===== config.mk =====
export PLATFORM = sky130hd
export DESIGN_NAME = spi_frame_tx
export DESIGN_NICKNAME = d
export VERILOG_FILES = /design/src/rtl/spi_frame_tx.sv
export SDC_FILE = /design/constraint.sdc
export NUM_CORES = 1
export LEC_CHECK = 0
export CAP_MARGIN = 20
export CORE_ASPECT_RATIO = 0.75
export CORE_MARGIN = 2
export CORE_UTILIZATION = 35
export CTS_CLUSTER_DIAMETER = 60
export DETAILED_ROUTE_END_ITERATION = 10
export GPL_TIMING_DRIVEN = 0
export PLACE_DENSITY = 0.64
export SETUP_SLACK_MARGIN = 0.05
export SKIP_CTS_REPAIR_TIMING = 1
export SLEW_MARGIN = 20
export SYNTH_ARGS = -nofsm -noshare
export SYNTH_HDL_FRONTEND = slang
export SYNTH_SLANG_ARGS = --single-unit
export TNS_END_PERCENT = 5

===== constraint.sdc =====
create_clock -name clk -period 2.29 [get_ports clk]
set_input_delay 0.687 -clock clk [delete_from_list [all_inputs] [get_ports clk]]
set_output_delay 0.687 -clock clk [all_outputs]
set_load 0.03 [all_outputs]

===== src/rtl/spi_frame_tx.sv =====
// SPI mode-0 frame transmitter: sends a parallel word LSB first with
// chip-select setup/hold/gap timing and captures MISO into rx_frame.
module spi_frame_tx #(
    parameter int FRAME_BITS = 64,
    parameter int CLK_DIV    = 2,
    parameter int CSN_SETUP  = 4,
    parameter int CSN_HOLD   = 4,
    parameter int MIN_GAP    = 8
) (
    input  logic                  clk,
    input  logic                  rst,
    input  logic                  start,
    input  logic [FRAME_BITS-1:0] frame,
    output logic                  busy,
    output logic                  done,
    output logic [FRAME_BITS-1:0] rx_frame,
    output logic                  spi_clk,
    output logic                  spi_mosi,
    output logic                  spi_csn,
    input  logic                  spi_miso
);

    localparam int BIT_W   = $clog2(FRAME_BITS + 1);
    localparam int MAX_A   = (CLK_DIV > CSN_SETUP) ? CLK_DIV : CSN_SETUP;
    localparam int MAX_B   = (CSN_HOLD > MIN_GAP) ? CSN_HOLD : MIN_GAP;
    localparam int CNT_MAX = (MAX_A > MAX_B) ? MAX_A : MAX_B;
    localparam int CNT_W   = $clog2(CNT_MAX + 1);

    typedef enum logic [2:0] {
        ST_IDLE,
        ST_SETUP,
        ST_SHIFT,
        ST_HOLD,
        ST_GAP
    } state_t;

    state_t                r_state;
    logic [CNT_W-1:0]      r_cnt;
    logic [BIT_W-1:0]      r_bit_cnt;
    logic [FRAME_BITS-1:0] r_tx_sh;
    logic [FRAME_BITS-1:0] r_rx_sh;
    logic [FRAME_BITS-1:0] r_rx_frame;
    logic                  r_spi_clk;
    logic                  r_spi_csn;
    logic                  r_busy;
    logic                  r_done;

    state_t                w_state;
    logic [CNT_W-1:0]      w_cnt;
    logic [BIT_W-1:0]      w_bit_cnt;
    logic [FRAME_BITS-1:0] w_tx_sh;
    logic [FRAME_BITS-1:0] w_rx_sh;
    logic [FRAME_BITS-1:0] w_rx_frame;
    logic [FRAME_BITS-1:0] w_rx_ins;
    logic                  w_spi_clk;
    logic                  w_spi_csn;
    logic                  w_busy;
    logic                  w_done;

    // MISO enters at the MSB so the bit from rise k ends up at index k.
    assign w_rx_ins = (r_rx_sh >> 1) | (FRAME_BITS'(spi_miso) << (FRAME_BITS - 1));

    // NOTE: every next-state value gets a default first so no latch is inferred.
    always_comb begin
        w_state    = r_state;
        w_cnt      = r_cnt;
        w_bit_cnt  = r_bit_cnt;
        w_tx_sh    = r_tx_sh;
        w_rx_sh    = r_rx_sh;
        w_rx_frame = r_rx_frame;
        w_spi_clk  = r_spi_clk;
        w_spi_csn  = r_spi_csn;
        w_done     = 1'b0;
        case (r_state)
            ST_IDLE: begin
                if (start) begin
                    w_state   = ST_SETUP;
                    w_tx_sh   = frame;
                    w_rx_sh   = '0;
                    w_spi_csn = 1'b0;
                    w_cnt     = '0;
                    w_bit_cnt = '0;
                end
            end
            ST_SETUP: begin
                if (r_cnt == CNT_W'(CSN_SETUP - 1)) begin
                    w_state = ST_SHIFT;
                    w_cnt   = '0;
                end else begin
                    w_cnt = r_cnt + 1'b1;
                end
            end
            ST_SHIFT: begin
                if (r_cnt == CNT_W'(CLK_DIV - 1)) begin
                    w_cnt = '0;
                    if (!r_spi_clk) begin
                        w_spi_clk = 1'b1;
                        w_rx_sh   = w_rx_ins;
                    end else begin
                        w_spi_clk = 1'b0;
                        if (r_bit_cnt == BIT_W'(FRAME_BITS - 1)) begin
                            w_state = ST_HOLD;
                        end else begin
                            w_bit_cnt = r_bit_cnt + 1'b1;
                            w_tx_sh   = r_tx_sh >> 1;
                        end
                    end
                end else begin
                    w_cnt = r_cnt + 1'b1;
                end
            end
            ST_HOLD: begin
                if (r_cnt == CNT_W'(CSN_HOLD - 1)) begin
                    w_state    = ST_GAP;
                    w_cnt      = '0;
                    w_spi_csn  = 1'b1;
                    w_done     = 1'b1;
                    w_tx_sh    = '0;
                    w_rx_frame = r_rx_sh;
                end else begin
                    w_cnt = r_cnt + 1'b1;
                end
            end
            ST_GAP: begin
                if (r_cnt == CNT_W'(MIN_GAP - 1)) begin
                    w_state = ST_IDLE;
                    w_cnt   = '0;
                end else begin
                    w_cnt = r_cnt + 1'b1;
                end
            end
            default: w_state = ST_IDLE;
        endcase
        w_busy = (w_state != ST_IDLE);
    end

    // NOTE: sequential state uses non-blocking assignments only.
    always_ff @(posedge clk) begin
        if (rst) begin
            r_state    <= ST_IDLE;
            r_cnt      <= '0;
            r_bit_cnt  <= '0;
            r_tx_sh    <= '0;
            r_rx_sh    <= '0;
            r_rx_frame <= '0;
            r_spi_clk  <= 1'b0;
            r_spi_csn  <= 1'b1;
            r_busy     <= 1'b0;
            r_done     <= 1'b0;
        end else begin
            r_state    <= w_state;
            r_cnt      <= w_cnt;
            r_bit_cnt  <= w_bit_cnt;
            r_tx_sh    <= w_tx_sh;
            r_rx_sh    <= w_rx_sh;
            r_rx_frame <= w_rx_frame;
            r_spi_clk  <= w_spi_clk;
            r_spi_csn  <= w_spi_csn;
            r_busy     <= w_busy;
            r_done     <= w_done;
        end
    end

    // The transmit shift register LSB is the MOSI flop; it is cleared at frame end.
    assign spi_mosi = r_tx_sh[0];
    assign spi_clk  = r_spi_clk;
    assign spi_csn  = r_spi_csn;
    assign busy     = r_busy;
    assign done     = r_done;
    assign rx_frame = r_rx_frame;

endmodule


Yosys cells after proc, flatten, opt, wreduce, memory -nomap -nowiden
Cells that the tools add are included.
W data, S select, Z words.
Cells by class
  $add $sub $neg: 2
  equal/unequal tests: 14
  mux-type cells: 33
  bitwise operators: 2
  reductions and logical operators: 15
Operators with widths (number)
  $mux W64: 8
  $pmux W64 S3: 1
  $pmux W64 S2: 1
  $or A63 B64 Y64: 1
  $mux W7: 4
  $mux W3: 7
  $mux W4: 4
  $pmux W4 S4: 1
  $pmux W3 S5: 1
  $pmux W7 S2: 1
  $ne A2 B2 Y1 const B: 6
  $add A7 B1 Y7 const B: 1
  $eq A7 B6 Y1 const B: 1
  $eq A3 B2 Y1 const B: 2
  $reduce_and A2 Y1: 3
  $reduce_and A6 Y1: 1
  $reduce_bool A3 Y1: 2
  $reduce_and A5 Y1: 1
  $add A4 B1 Y4 const B: 1
  $eq A4 B1 Y1 const B: 1
  $eq A4 B2 Y1 const B: 1
  $eq A4 B3 Y1 const B: 1
  $mux W1: 4
  $reduce_and A4 Y1: 1
  other kinds (9): 11
Storage, ports and cells
  bits in registers: 210
  input port bits: 68
  word-level logic and storage cells: 76

Depth between registers and ports, before layout
  word-level depth: 6
  depth in mapped cells: 8
  mapped depth without buffers: 6

Worst setup path before layout
No wires, ideal clock.
  path kind: in2reg
  start: input rst
  end: register r_rx_sh[10]
  setup time: 0.132 ns
  arrival time: 1.823 ns
  data required time: 2.158 ns
  path slack: 0.335 ns
  stages: 5
  buffers on the path: 4
  cells stage by stage: clkbuf_1 > clkbuf_1 > clkbuf_1 > clkbuf_1 > a21oi_1
RTL lines
  start, declared: line 11  | input logic rst,
  end signal, assigned: line 155  | r_rx_sh <= w_rx_sh;
  end, declared: line 41  | logic [FRAME_BITS-1:0] r_rx_sh;
No word-level cell between the ends.

Worst setup path after layout
  start: register r_state[2]
  end: register r_tx_sh[48]
Between the ends
  word-level cells in the longest chain between the ends: 3
  elaborated cells between the ends (all ways): 11
RTL lines
  start, declared: line 37  | state_t r_state;
  start signal, assigned: line 151  | r_state <= w_state;
  $eq A3 B2 Y1 or $logic_not A3 Y1 (tied branches): line 74  | case (r_state)
  $ne A2 B2 Y1 (no source line) or $reduce_bool A3 Y1 (tied branches)
  $reduce_and A6 Y1 (no source line)
  end signal, assigned: line 154  | r_tx_sh <= w_tx_sh;
  end, declared: line 40  | logic [FRAME_BITS-1:0] r_tx_sh;
Parallel ways exist; a longest one is shown, timed or not.
A chain may end at the register's enable or synchronous reset.

==> results.json <==
{
  "clk_pin_slew_ns": 0.06,
  "fin_util_pct": 46.5,
  "vdd_drop_max_v": 0.000590,
  "grt_use_met2_pct": 24.6,
  "rsz0062_at_grt": "true",
  "ant_nets": 0,
  "groute.layer.met3.usage_pct": 3.00,
  "grt_max_degree": 15,
  "total_power_mw": 8.68,
  "cp_top_family": "buffers and inverters",
  "synth-edff-count": 0,
  "die-width_um": 190,
  "power.sequential.fraction_pct": 43.6,
  "nNetsFinal": 1266,
  "crit_cells": 7,
  "layoutNonFillerInstCount": 1558,
  "initial_utilization_pct": 35.4,
  "synth-compound-area-share_pct": 14.5,
  "grt.busiest_layer": "met2",
  "synth_cells": 1032,
  "mostFrequentLayoutCell": "dfxtp_1",
  "crit_top_cell": "clkbuf_1",
  "finalSetupViolCount": 0,
  "ys_dominant_reg_cell": "dfxtp_1",
  "critical_path.n_buffers_inverters": 3,
  "clockPowerShare_pct": 48.9,
  "globalRouteTotalUtil_pct": 16.4,
  "grt_overflow": 0,
  "area.sequential_mm2": 0.00420,
  "powerDensity_mw_per_mm2": 724,
  "worst-r2r-cell-count": 7,
  "cellLeakagePower_nw": 5.44,
  "layout-area-overhead-vs-synth_pct": 31.6,
  "final_hold_viol_count": 0,
  "fillers": 2538,
  "dpl_cells": 1512,
  "cts.root.buffer_cell": "clkbuf_16",
  "layout-drive-gt1-share_pct": 12.8,
  "critPathKind": "flip-flop to flip-flop",
  "endpoint_kind": "flip-flop",
  "port_buffers": 136,
  "arrival_worst_endpoint_ns": 2.71,
  "detail_route.iter0.violations": 518,
  "htree_num_levels": 1,
  "vias": 7652,
  "synth_mux_area_share_pct": 10.5,
  "adder_cell_share_of_the_synthesized_area_pct": 0.412,
  "timing.final.crit_share_pct": 98.4,
  "yosys_warnings": 0,
  "pin_count": 137,
  "post_synth_num_cell_types": 52,
  "die-area_mm2": 0.0274,
  "finalWirelength_mm": 23.3,
  "coreArea_mm2": 0.0258,
  "worst_slew_pin_slew_ns": 0.718,
  "detail_route.vias_per_cell": 4.91,
  "slew_headroom_pct": 51.7,
  "final.hold.worst_slack_ns": 0.442,
  "clock_sinks": 210,
  "grt_pass1_wl_mm": 37.1,
  "hold_path_class": "flip-flop to flip-flop",
  "p_switching_mw": 1.98,
  "whs_path_depth": 2,
  "critical_path.max_stage_delay_ns": 0.44,
  "regToRegSetupSlack_ns": 0.04,
  "multi_input_area_mm2": 0.00449,
  "intPower_mw": 6.70,
  "drt-wirelength-per-cell_um": 15.0,
  "row_count": 51,
  "worstSetupStartpointType": "flip-flop",
  "gr-usage-met1_pct": 24.0,
  "post-route-drc-count": 0,
  "clock_path_buffers": 3,
  "largest_family_of_logic_cells_by_synthesized_area": "simple AND/OR/NAND/NOR gates",
  "syn-mean-instance-area_um2": 8.84,
  "synthXorXnorAreaFrac_pct": 0.288,
  "tritoncts": "done",
  "synth-seq-cells": 210,
  "maxCapViolCount": 0,
  "dp.final_hpwl_mm": 15.8,
  "fin_worst_skew_ns": 0.0126,
  "comb_power_share_pct": 7.5,
  "die_height_um": 144,
  "post-route-min-period_ns": 2.25,
  "status": "finished clean",
  "number_of_antenna_violations_at_the_first_check_in_global_routing": 0,
  "cts_inserted_buffers": 25,
  "cp.required_ns": 2.75,
  "fraction_of_synthesis_flops_using_an_asynchronous_set_or_reset_pin_pct": 0,
  "power_switching_share_pct": 22.8,
  "drtPass1Iterations": 5,
  "max_stage_delay_cell_worst_path": "clkbuf_1",
  "synthSimpleGateAreaFrac_pct": 23.5,
  "grt_pass1_vias": 7208,
  "max_freq_mhz": 444,
  "sequential_share_of_the_synthesized_area_pct": 46.1,
  "maxSlewViolCount": 0,
  "totalNegativeSetupSlack_ns": 0,
  "critical_path.cell_chain": "clkbuf_1, nand2b_1, clkbuf_1, clkbuf_1, a22oi_1, nor2_1, mux2_4",
  "cp_max_fo": 10,
  "post_synth_instance_area_mm2": 0.00912,
  "clk-insertion-delay-late_ns": 0.52,
  "layout.cells.most_common_list": "210 x dfxtp_1, 197 x nand2_1, 135 x a21oi_1",
  "place.gp.congestion": 0.775,
  "synthesis.nets": 1103
}
## worst reg2reg max path, stage by stage, from the launching register on
cell and delay (ns):
dfxtp_1 0.38, clkbuf_1 0.35, nand2b_1 0.16, clkbuf_1 0.38, clkbuf_1 0.45, a22oi_1 0.16
nor2_1 0.15, mux2_4 0.17
## layer usage
| layer | part of all wire, % | wire (um) |
|---|---|---|
| met4 | 2.0 | 458 |
| met1 | 51 | 11900 |
| met3 | 3.6 | 840 |
| met2 | 43 | 10100 |
| met5 | 0 | 0 |
## layout make-up
cell class | instances | area share, %
Sequential cell | 210 | 35.0
Buffer | 91 | 3.71
Timing Repair Buffer | 136 | 12.7
Antenna cell | 1 | 0.0209
Tap cell | 344 | 3.59
Clock buffer | 30 | 5.70
Multi-Input combinational cell | 727 | 37.4
Inverter | 4 | 0.125
Clock inverter | 15 | 1.72
## cells in the mapped netlist (2+ instances only)
cell | number | share of area (%)
dfxtp_1 | 210 | 46
nand2_1 | 197 | 8.1
a21oi_1 | 135 | 7.4
nor2_1 | 73 | 3.0
nand3b_1 | 65 | 5.4
nor2b_1 | 64 | 4.4
a22oi_1 | 63 | 5.2
mux2_4 | 60 | 9.9
clkbuf_1 | 53 | 2.2
buf_2 | 18 | 0.99
buf_1 | 13 | 0.54
o21ai_0 | 9 | 0.49
buf_6 | 7 | 0.86
nor3_1 | 5 | 0.27
nor4_1 | 5 | 0.34
nand2b_1 | 4 | 0.27
ha_1 | 3 | 0.41
inv_1 | 3 | 0.12
nand3_1 | 3 | 0.16
or3_1 | 3 | 0.21
and4bb_2 | 2 | 0.27
mux2_1 | 2 | 0.25
mux2i_1 | 2 | 0.22
nor3b_1 | 2 | 0.16
o21bai_1 | 2 | 0.16
or3b_1 | 2 | 0.19
xor2_1 | 2 | 0.19
## sequential cells by signal, summed over array words and instances, names as in the netlist
signal and count:
busy 1, done 1, spi_clk 1, r_state 3, r_cnt 4, rx_frame 64, r_rx_sh 64, r_tx_sh 64
spi_csn 1, r_bit_cnt 7
## cell families after synthesis
logic type,Yosys count
xor gates and xnor gates,3
adders and majority gates,3
muxes,65
AOI/OAI and AO/OA,223
DFF,210
buffers and inverters,95
and+or+nand+nor,433
## path summary, 6_finish.rpt
path	to	startpoint
hold / removal	r_bit_cnt[6]$_SDFFE_PP0P_	r_bit_cnt[6]$_SDFFE_PP0P_
hold reg to reg	r_bit_cnt[6]$_SDFFE_PP0P_	r_bit_cnt[6]$_SDFFE_PP0P_
setup / recovery	r_tx_sh[48]$_SDFFE_PP0P_	r_state[2]$_SDFF_PP0_
setup reg to reg	r_tx_sh[48]$_SDFFE_PP0P_	r_state[2]$_SDFF_PP0_
## power by group through the flow
stage / Clock [mW] / Combinational, mW / Sequential (mW)
after floorplan: 0 / 0.417 / 3.86
final: 4.24 / 0.650 / 3.79
after CTS: 4.34 / 0.649 / 3.78
after global placement: 0 / 0.638 / 3.86
after detailed placement: 0 / 0.646 / 3.86
after global routing: 4.49 / 0.703 / 3.79
## metrics by stage
stage	area [um2]	setup slack, ns
global route	12000	-0.100
detailed placement	10900	-1.21
finish	12000	0.0365
global placement	10900	-1.18
floorplan	9120	0.335
CTS	11800	-0.695
Note: power is estimated with default switching activity, not from simulation.
